<file path="src/rtl/os_assembler.sv">
// Assembles 16-symbol 128b/130b ordered-set blocks from one lane into 128-bit words.
// Optional: define OS_SKP_FILTER_EN to suppress delivery of SKP blocks (symbol 0 == 8'hAA).
module os_assembler #(
  parameter int SYMS_PER_BLOCK = 16,
  parameter int CNT_W          = 8
) (
  input  logic             clk,
  input  logic             reset,
  input  logic [7:0]       sym_in,
  input  logic             sym_valid,
  input  logic             block_start,
  input  logic [1:0]       sync_hdr,
  output logic [127:0]     orderedset,
  output logic             valid,
  output logic             block_err,
  output logic [CNT_W-1:0] os_count,
  output logic [1:0]       state_dbg
);

  localparam logic [1:0] IDLE     = 2'd0;
  localparam logic [1:0] ASSEMBLE = 2'd1;
  localparam logic [1:0] DISCARD  = 2'd2;

  localparam logic [1:0] HDR_OS   = 2'b01;
  localparam logic [1:0] HDR_DATA = 2'b10;

  localparam logic [3:0] LAST_IDX = 4'(SYMS_PER_BLOCK - 1);

  logic [1:0]   state;
  logic [3:0]   sym_idx;
  logic [127:0] buffer;
  logic [127:0] full_block;
  logic         is_skp;
  logic         early_boundary;

  assign state_dbg  = state;
  // The symbol arriving now is slot 15; it is not in buffer yet, so splice it in.
  assign full_block = {sym_in, buffer[119:0]};
  assign early_boundary = (state != IDLE) && (sym_idx != 4'd0);

`ifdef OS_SKP_FILTER_EN
  assign is_skp = (buffer[7:0] == 8'hAA);
`else
  assign is_skp = 1'b0;
`endif

  always_ff @(posedge clk or negedge reset) begin
    if (!reset) begin
      state      <= IDLE;
      sym_idx    <= 4'd0;
      buffer     <= '0;
      orderedset <= '0;
      valid      <= 1'b0;
      block_err  <= 1'b0;
      os_count   <= '0;
    end else begin
      valid     <= 1'b0;
      block_err <= 1'b0;
      if (sym_valid) begin
        if (block_start) begin
          // An early boundary and a bad header in the same cycle still give one pulse.
          if (early_boundary) begin
            block_err <= 1'b1;
          end
          case (sync_hdr)
            HDR_OS: begin
              buffer[7:0] <= sym_in;
              sym_idx     <= 4'd1;
              state       <= ASSEMBLE;
            end
            HDR_DATA: begin
              sym_idx <= 4'd1;
              state   <= DISCARD;
            end
            default: begin
              block_err <= 1'b1;
              sym_idx   <= 4'd0;
              state     <= IDLE;
            end
          endcase
        end else begin
          case (state)
            ASSEMBLE: begin
              buffer[{sym_idx, 3'b000} +: 8] <= sym_in;
              if (sym_idx == LAST_IDX) begin
                sym_idx <= 4'd0;
                state   <= IDLE;
                if (!is_skp) begin
                  orderedset <= full_block;
                  valid      <= 1'b1;
                  if (os_count != '1) begin
                    os_count <= os_count + 1'b1;
                  end
                end
              end else begin
                sym_idx <= sym_idx + 4'd1;
              end
            end
            DISCARD: begin
              if (sym_idx == LAST_IDX) begin
                sym_idx <= 4'd0;
                state   <= IDLE;
              end else begin
                sym_idx <= sym_idx + 4'd1;
              end
            end
            default: begin
              sym_idx <= 4'd0;
              state   <= IDLE;
            end
          endcase
        end
      end
    end
  end

endmodule

</file>
<file path="config.mk">
export PLATFORM = sky130hd
export DESIGN_NAME = os_assembler
export DESIGN_NICKNAME = d
export VERILOG_FILES = /design/src/rtl/os_assembler.sv
export SDC_FILE = /design/constraint.sdc
export NUM_CORES = 1
export LEC_CHECK = 0
export ABC_CLOCK_PERIOD_IN_PS = 3100
export BUFFER_PORTS_ARGS = -buffer_cell sky130_fd_sc_hd__buf_2
export CAP_MARGIN = 20
export CORE_AREA = 5 5 152 154
export CTS_BUF_LIST = sky130_fd_sc_hd__clkbuf_8
export CTS_CLUSTER_SIZE = 24
export DETAILED_ROUTE_END_ITERATION = 6
export DIE_AREA = 0 0 157 159
export GPL_TIMING_DRIVEN = 0
export PLACE_DENSITY = 0.8
export SYNTH_ARGS = -nofsm -noshare
export SYNTH_HDL_FRONTEND = slang
export SYNTH_SLANG_ARGS = --single-unit
</file>
<file path="constraint.sdc">
create_clock -name clk -period 3.1 [get_ports clk]
set_clock_uncertainty 0.2 [all_clocks]
set_input_delay 0 -clock clk [delete_from_list [all_inputs] [get_ports clk]]
set_output_delay 0 -clock clk [all_outputs]
set_load 0.1 [all_outputs]
</file>
## After elaboration in Yosys (flattened, before gate mapping)

Cells that the tools add are included.

- Add/subtract/negate cells: 3
- Bitwise gates (word level): 1
- Reduce and logical (&&, ||, !) cells: 11
- Multiplexer cells: 20
- Equality and inequality tests: 8
- Div/mod/pow operators: 0
- Multipliers: 0
- $lt $le $gt $ge: 0
- Shifts and indexed selects: 2

Operators by type and width:

| cell | number |
|---|---|
| bitwise mux 128 bit | 1 |
| variable shift 8 x 9 -> 128 bit, first input constant | 1 |
| indexed part select 8 x 9 -> 128 bit | 1 |
| two-way mux 8 bit | 3 |
| two-way mux 4 bit | 3 |
| two-way mux 1 bit | 9 |
| negation 7 -> 9 bit | 1 |
| adder 8 x 1 -> 8 bit, second input constant | 1 |
| != test 8 bit, second input constant | 1 |
| two-way mux 2 bit | 3 |
| AND reduction 3 bit | 2 |
| AND reduction 5 bit | 1 |
| adder 4 x 1 -> 4 bit, second input constant | 1 |
| == test 2 x 1 -> 1 bit, second input constant | 2 |
| == test 2 bit, second input constant | 2 |
| == test 4 bit, second input constant | 1 |
| one-hot mux 2 bit (2 select lines) | 1 |
| AND reduction 4 bit | 1 |
| nonzero test 2 bit | 2 |
| nonzero test 4 bit | 1 |
| OR reduction 2 bit | 2 |
| != test 3 x 1 -> 1 bit, second input constant | 1 |
| != test 2 x 1 -> 1 bit, second input constant | 1 |
| AND reduction 2 bit | 1 |
| other kinds (2) | 2 |

- Bits in registers: 272
- Latch bits: 0
- RAM bits: 0
- Logic and storage cells: 53
- Output and inout port bits: 140
- Memories kept: 0
- Bits in read-only memories: 0
- Input bits: 14

## Longest topological paths before layout

Gate-level depths: netlist (run 1).

- Depth after elaboration: 6
- Gate-level depth with buffers: 10
- Gate-level depth less buffers: 7

## Worst setup path after synthesis (run 1)

Ideal clock, no wire load.

- Path kind: reg-to-reg
- Start: register state[1], in the netlist state_dbg[1]
- End: register orderedset[16]
- Buffers on the path: 3
- Setup time: 68 ps
- Data required time: 2,832 ps
- Slack: 319 ps
- Arrival time: 2,513 ps
- Stages on the path, launching flop included: 10
- Clock period less this slack: 2,781 ps
- Cells stage by stage: dfrtp_1 > inv_1 > ha_1 > nand3b_1 > or2_2 > clkbuf_1 > buf_2 > clkbuf_1 > nand2_1 > nand2_1

- Cells in the longest elaborated chain, start to end: 2

RTL lines:

| what | RTL line | source |
|---|---|---|
| start: declaration | 29 | `logic [1:0] state;` |
| start signal: assignment | 49 | `state <= IDLE;` |
| start signal: assignment | 69 | `state <= ASSEMBLE;` |
| start signal: assignment | 73 | `state <= DISCARD;` |
| == test 2 x 1 -> 1 bit | 82 | `case (state)` |
| AND reduction 4 bit (no line) | - |  |
| end signal: assignment | 89 | `orderedset <= full_block;` |
| end: declaration | 13 | `output logic [127:0] orderedset,` |

Every way passes these cells.
A chain may end at the register's enable or synchronous reset.

## Final worst setup path (run 1)

- Start: register sym_idx[0]
- End: register buffer[14]

- Cells in the longest elaborated chain, start to end: 3
- Elaborated cells on any way between the ends: 4
- Classes of those cells: 1 x add/sub; 2 x shift; 1 x mux

RTL lines:

| what | RTL line | source |
|---|---|---|
| start: declaration | 30 | `logic [3:0] sym_idx;` |
| start signal: assignment | 96 | `sym_idx <= sym_idx + 4'd1;` |
| start signal: assignment | 104 | `sym_idx <= sym_idx + 4'd1;` |
| negation 7 -> 9 bit (*) | 84 | `buffer[{sym_idx, 3'b000} +: 8] <= sym_in;` |
| indexed part select 8 x 9 -> 128 bit or variable shift 8 x 9 -> 128 bit (tied branches) | 84 |  |
| bitwise mux 128 bit (*) | 84 |  |
| end signal: indexed assignment | 84 |  |
| end: declaration | 31 | `logic [127:0] buffer;` |

Mark *: on every way between the ends. The rest lies on a longest branch, timed or not.

==> flow_metrics.env, run 1 <==
export IMPL_netlist_area_leader_share_pct=62.8
export IMPL_core_mm2=0.0216
export IMPL_area_delta_synth_final_pct=21.0
export IMPL_final_max_slew_viol_count=0
export IMPL_clk_pin_slew_ps=60
export IMPL_slowest_delay_ps=520
export IMPL_min_period_ps=2940
export IMPL_status="finished, final reports clean"
export IMPL_cts_buffers=43
export IMPL_yosysWarnings=0
export IMPL_die_area_mm2=0.0250
export IMPL_crit_fanout=10
export IMPL_n_antenna_cell=0
export IMPL_yosys_area_top_type="dfrtp_1"
export IMPL_worst_slack_ps=161
export IMPL_clock_fmax_ghz=0.340
export IMPL_initial_core_util_pct=48.8
export IMPL_hold_viol_final=0
export IMPL_path_cells="buf_2 > inv_1 > ha_1 > buf_2 > xnor2_1 > and4_1 > clkbuf_1 > clkbuf_1 > nand3_1 > o21ai_0"
export IMPL_ant_nets=0
export IMPL_numPortBuffers=153
export IMPL_final_nets=1248
export IMPL_cts_tree="done"
export IMPL_finalSetupViolations=0
export IMPL_power_leakage_nw=7.19
export IMPL_irDropWorstVdd_mv=0.262
export IMPL_setup_tns_ps=0
export IMPL_worstMarginPinSlew_ps=915
export IMPL_synth_ff_type="dfrtp_1"
export IMPL_mappedNetlistNets=1027
export IMPL_via_count=7803
export IMPL_grt_overflow=0
export IMPL_grt_pass1_wl_mm=42.7
export IMPL_powerDensity_mw_per_mm2=538
export IMPL_crit_required_ps=3330
export IMPL_seqCellArea_mm2=0.00661
export IMPL_die_w_um=157
export IMPL_yosys_top_cells_area="dfrtp_1 63%, nand2_1 15%, mux2_2 9.0%"
export IMPL_crit_path_end_kind="register"
export IMPL_min_period_over_period_pct=94.8
export IMPL_avgViaCountPerCell=5.10
export IMPL_wire_per_inst_um=17.2
export IMPL_synth_avg_cell_area_um2=10.5
export IMPL_drt_first_iter_violations=496
export IMPL_drt_first_pass_iters=5
export IMPL_pin_count=154
export IMPL_antenna_found_initial=0
export IMPL_slowest_stage="dfrtp_1"
export IMPL_multi_input_area_mm2=0.00360
export IMPL_clockBufferDepth=3
export IMPL_drcViolationCount=0
export IMPL_fp_dieH_um=159
export IMPL_hold_worst_slack_ps=131
export IMPL_track_usage_pct=21.4
export IMPL_yosysMostFrequentCell="nand2_1"
export IMPL_drive_above_1_share_pct=26.4
export IMPL_maxCapViolCount=0
export IMPL_rsz0062_at_grt="no"
export IMPL_root_buffer="clkbuf_8"
export IMPL_cp_arrival_ps=3170
export IMPL_grt_pass1_vias=8059
export IMPL_postSynthCellCount=1004
export IMPL_seq_area_frac_synth_pct=62.8
export IMPL_yosys_register_bits=264
export IMPL_synth_edf_count=0
export IMPL_htreeDepth=2
export IMPL_fillers=1828
export IMPL_rows=54
export IMPL_critPathLaunchType="register"
export IMPL_post_place_ws_ps=49.9
export IMPL_cts_sinks=264
export IMPL_hp_class="input port to register"
export IMPL_synth_cell_area_mm2=0.0105
export IMPL_hpwl_mm=17.7
export IMPL_wirelength_mm=26.3
export IMPL_synth_common_cells="431 x nand2_1, 264 x dfrtp_1, 84 x mux2_2"
export IMPL_crit_type="register to register"
export IMPL_final_area_mm2=0.0127
export IMPL_finalNonFillerCells=1531
export IMPL_grt_max_degree=126
export IMPL_synthArstFlopShare_pct=100
export IMPL_slew_headroom_pct=39.0
export IMPL_gp_congestion=0.881
export IMPL_placed_area_mm2=0.0117
export IMPL_synth_distinct_cells=46
export IMPL_clk_latency_ps=540
export IMPL_dp_cells=1439
==> registers in the layout, summed over array words and instances (netlist names) <==
| register | flops |
|---|---|
| orderedset | 128 |
| buffer | 120 |
| os_count | 8 |
| sym_idx | 4 |
| state_dbg | 2 |
| block_err | 1 |
| valid | 1 |
==> final cells by class <==
| class | instances | share of cell area, % |
|---|---|---|
| Clock buffer | 52 | 5.63 |
| Tap cell | 280 | 2.75 |
| Clock inverter | 19 | 0.787 |
| Sequential cell | 264 | 51.9 |
| Buffer | 57 | 1.95 |
| Multi-Input combinational cell | 666 | 28.3 |
| Timing Repair Buffer | 176 | 8.13 |
| Inverter | 17 | 0.502 |
==> metal layers <==
layer	up-vias	track usage (%)	part of all wire, %	wire [µm]
met5	-	0	0	0
met4	0	7.42	3.3	875
met3	65	5.27	6.9	1810
met2	261	33.8	47	12200
met1	3788	29.1	43	11400
li1	3689	-	-	-
==> where the power goes <==
| part | internal [mW] | switching, mW |
|---|---|---|
| logic | 0.129 | 0.278 |
| clock network | 1.58 | 1.29 |
| registers | 3.52 | 0.0361 |
| total | 5.23 | 1.61 |
==> worst paths after layout <==
check / from / slack, ps / cells after the start / to
worst max-delay path: sym_idx[0] / 160 / 10 / buffer[14]
worst min-delay path: sym_in[1] / 130 / 3 / buffer[1]
worst max register to register: sym_idx[0] / 160 / 10 / buffer[14]
worst min register to register: buffer[20] / 260 / 2 / orderedset[20]
max in group asynchronous: reset / 1090 / 4 / orderedset[105]
min in group asynchronous: reset / 460 / 4 / buffer[3]
==> layout by cell type (no fill, tap or decap), types with 4 or more instances in the layout <==
cell / netlist / final
nand2b_1: 5 / 5
clkbuf_8: 0 / 52
buf_1: 4 / 4
o21ai_0: 50 / 50
nand3_1: 13 / 13
buf_2: 15 / 167
dlygate4sd3_1: 0 / 18
xnor2_1: 4 / 4
dfrtp_1: 264 / 264
buf_4: 1 / 4
nor2_1: 6 / 6
and4_1: 4 / 4
and3_1: 5 / 5
ha_1: 9 / 9
and2_1: 10 / 10
inv_1: 17 / 33
clkbuf_1: 36 / 33
nand4_1: 7 / 7
nand2_1: 431 / 431
mux2_2: 84 / 84
==> critical path, delay by kind of cell (launching register included) <==
family	cells	cell delay, ps
buffers and inverters	5	1110
DFF	1	520
and+or+nand+nor	2	410
xor gates and xnor gates	1	290
adders and majority gates	1	180
AOI/OAI and AO/OA	1	140
==> timing repair <==
action	4_1_cts	5_1_grt
setup buffers	0	3
endpoints found under the hold margin	320	0
hold buffers	18	0
resized for setup	0	6
endpoints found under the setup margin	0	40
==> cell families after synthesis <==
| family | after synthesis | synth area share (%) |
|---|---|---|
| AO/OA/AOI/OAI | 67 | 3.93 |
| flip-flops | 264 | 62.8 |
| multiplexers | 85 | 9.09 |
| XOR/XNOR | 6 | 0.500 |
| AND/OR/NAND/NOR | 499 | 19.7 |
| adder cells (fa/ha/maj) | 9 | 1.07 |
| buffers and inverters | 74 | 2.93 |
==> stage by stage <==
| stage | power (mW) | utilization (%) |
|---|---|---|
| 6_report | 6.84 | 59.0 |
| 5_1_grt | 7.12 | 59.0 |
| 4_1_cts | 6.90 | 58.9 |
| 3_5_place_dp | 4.01 | 54.3 |
| 3_3_place_gp | 3.98 | 54.0 |
| 2_1_floorplan | 3.82 | - |
No activity file was read; power rests on OpenSTA's default activity.
==> run 2: changes to the inputs <==
--- a/config.mk
+++ b/config.mk
@@ -14,7 +14,7 @@
 export DETAILED_ROUTE_END_ITERATION = 6
 export DIE_AREA = 0 0 157 159
 export GPL_TIMING_DRIVEN = 0
-export PLACE_DENSITY = 0.8
+export PLACE_DENSITY = 0.73
 export SYNTH_ARGS = -nofsm -noshare
 export SYNTH_HDL_FRONTEND = slang
 export SYNTH_SLANG_ARGS = --single-unit
==> flow_metrics.env, run 2 (synthesized netlist as in run 1, its figures left out) <==
export IMPL_final_cell_mix="431 x nand2_1, 264 x dfrtp_1, 167 x buf_2"
export IMPL_hp_class="input port to register"
export IMPL_die_area_mm2=0.0250
export IMPL_largest_reg_flops=128
export IMPL_post_place_ws_ps=36.0
export IMPL_powerDensity_mw_per_mm2=547
export IMPL_placed_area_mm2=0.0117
export IMPL_grt_max_degree=110
export IMPL_clock_fmax_ghz=0.345
export IMPL_wire_per_inst_um=16.9
export IMPL_area_delta_synth_final_pct=21.8
export IMPL_grt_pass1_vias=7802
export IMPL_cts_sinks=264
export IMPL_critPathLaunchType="register"
export IMPL_root_buffer="clkbuf_8"
export IMPL_setup_tns_ps=0
export IMPL_antenna_found_initial=0
export IMPL_drt_first_pass_iters=4
export IMPL_die_w_um=157
export IMPL_fillers=1862
export IMPL_min_period_over_period_pct=93.5
export IMPL_via_count=7755
export IMPL_gp_congestion=0.883
export IMPL_power_leakage_nw=7.21
export IMPL_reg_top3="orderedset x128, buffer x120, os_count x8"
export IMPL_track_usage_pct=21.0
export IMPL_final_nets=1249
export IMPL_n_antenna_cell=0
export IMPL_holdPathEnd="buffer[2]"
export IMPL_final_max_slew_viol_count=0
export IMPL_r2r_end="buffer[91]"
export IMPL_initial_core_util_pct=48.8
export IMPL_wirelength_mm=25.8
export IMPL_rows=54
export IMPL_reg2reg_from="sym_idx[0]"
export IMPL_rsz0062_at_grt="yes"
export IMPL_final_common_cell="nand2_1"
export IMPL_drt_first_iter_violations=414
export IMPL_cts_buffers=43
export IMPL_grt_pass1_wl_mm=41.7
export IMPL_clk_pin_slew_ps=60
export IMPL_cts_tree="done"
export IMPL_finalSetupViolations=0
export IMPL_drcViolationCount=0
export IMPL_slew_headroom_pct=37.2
export IMPL_crit_type="register to register"
export IMPL_worstMarginPinSlew_ps=942
export IMPL_pin_count=154
export IMPL_drive_above_1_share_pct=27.1
export IMPL_final_area_mm2=0.0128
export IMPL_hold_worst_slack_ps=136
export IMPL_worst_slack_ps=202
export IMPL_grt_overflow=0
export IMPL_min_period_ps=2900
export IMPL_hold_viol_final=0
export IMPL_status="finished, final reports clean"
export IMPL_hold_path_depth=3
export IMPL_core_mm2=0.0216
export IMPL_worstHoldStart="sym_in[2]"
export IMPL_crit_fanout=10
export IMPL_maxCapViolCount=0
export IMPL_ant_nets=0
export IMPL_largest_register="orderedset"
export IMPL_clk_latency_ps=520
export IMPL_clockBufferDepth=3
export IMPL_avgViaCountPerCell=5.07
export IMPL_reg2reg_slack_ps=200
export IMPL_crit_required_ps=3270
export IMPL_crit_path_end_kind="register"
export IMPL_irDropWorstVdd_mv=0.282
export IMPL_numPortBuffers=153
export IMPL_hpwl_mm=17.5
export IMPL_htreeDepth=2
export IMPL_fp_dieH_um=159
export IMPL_cp_arrival_ps=3070
export IMPL_r2r_cells=10
-- run 2: critical path: stages, from the launching register on --
cell	delay [ps]
dfrtp_1	500
buf_2	280
inv_1	70
ha_1	180
buf_2	160
xnor2_1	280
clkbuf_2	270
o2111ai_1	320
clkbuf_1	290
nand2_1	110
o21ai_0	90
-- run 2: worst max path at each step --
stage	startpoint	end	slack (ps)	cells past startpoint
after floorplan	state_dbg[1]	orderedset[16]	320	9
after global placement	reset	orderedset[79]	-2880	1
after detailed placement	sym_idx[0]	buffer[77]	40	10
after CTS	sym_idx[0]	buffer[77]	40	10
after global routing	sym_idx[0]	buffer[78]	-40	10
final	sym_idx[0]	buffer[91]	200	10
-- run 2: final cells by class --
class	count	area, µm²	area share (%)
inverters	17	63.8	0.498
clock buffers	59	812	6.34
plain buffers	57	246	1.92
multi-input cells	666	3600	28.1
flip-flops and latches	264	6610	51.6
repair buffers	177	1060	8.26
clock inverters	11	73.8	0.576
well taps	280	350	2.73
-- run 2: repair_timing --
item,in CTS,in global routing
buffers inserted,0,4
setup endpoints to repair,0,39
endpoints found under the hold margin,320,0
resized for setup,0,4
hold buffers,18,0
-- run 2: stage by stage --
stage	util [%]	power [mW]	instances
3_3_place_gp	54.0	3.98	1437
2_1_floorplan	-	3.82	1004
5_1_grt	59.5	7.31	1531
3_5_place_dp	54.3	4.00	1439
6_report	59.5	7.00	1531
4_1_cts	59.3	7.09	1527
-- run 2: power by group --
part | switching [mW] | leakage, nW | total (mW) | internal (mW)
clock | 1.28 | 0.484 | 3.04 | 1.76
combinational | 0.281 | 3.09 | 0.413 | 0.132
sequential | 0.0336 | 3.63 | 3.56 | 3.52
-- run 2: per-layer routing --
metal,vias to the layer above,track usage (%),part of all wire (%)
li1,3691,-,-
met1,3795,29.5,45
met2,226,33.3,47
met3,43,4.48,6.1
met4,0,5.96,2.3
met5,-,0,0
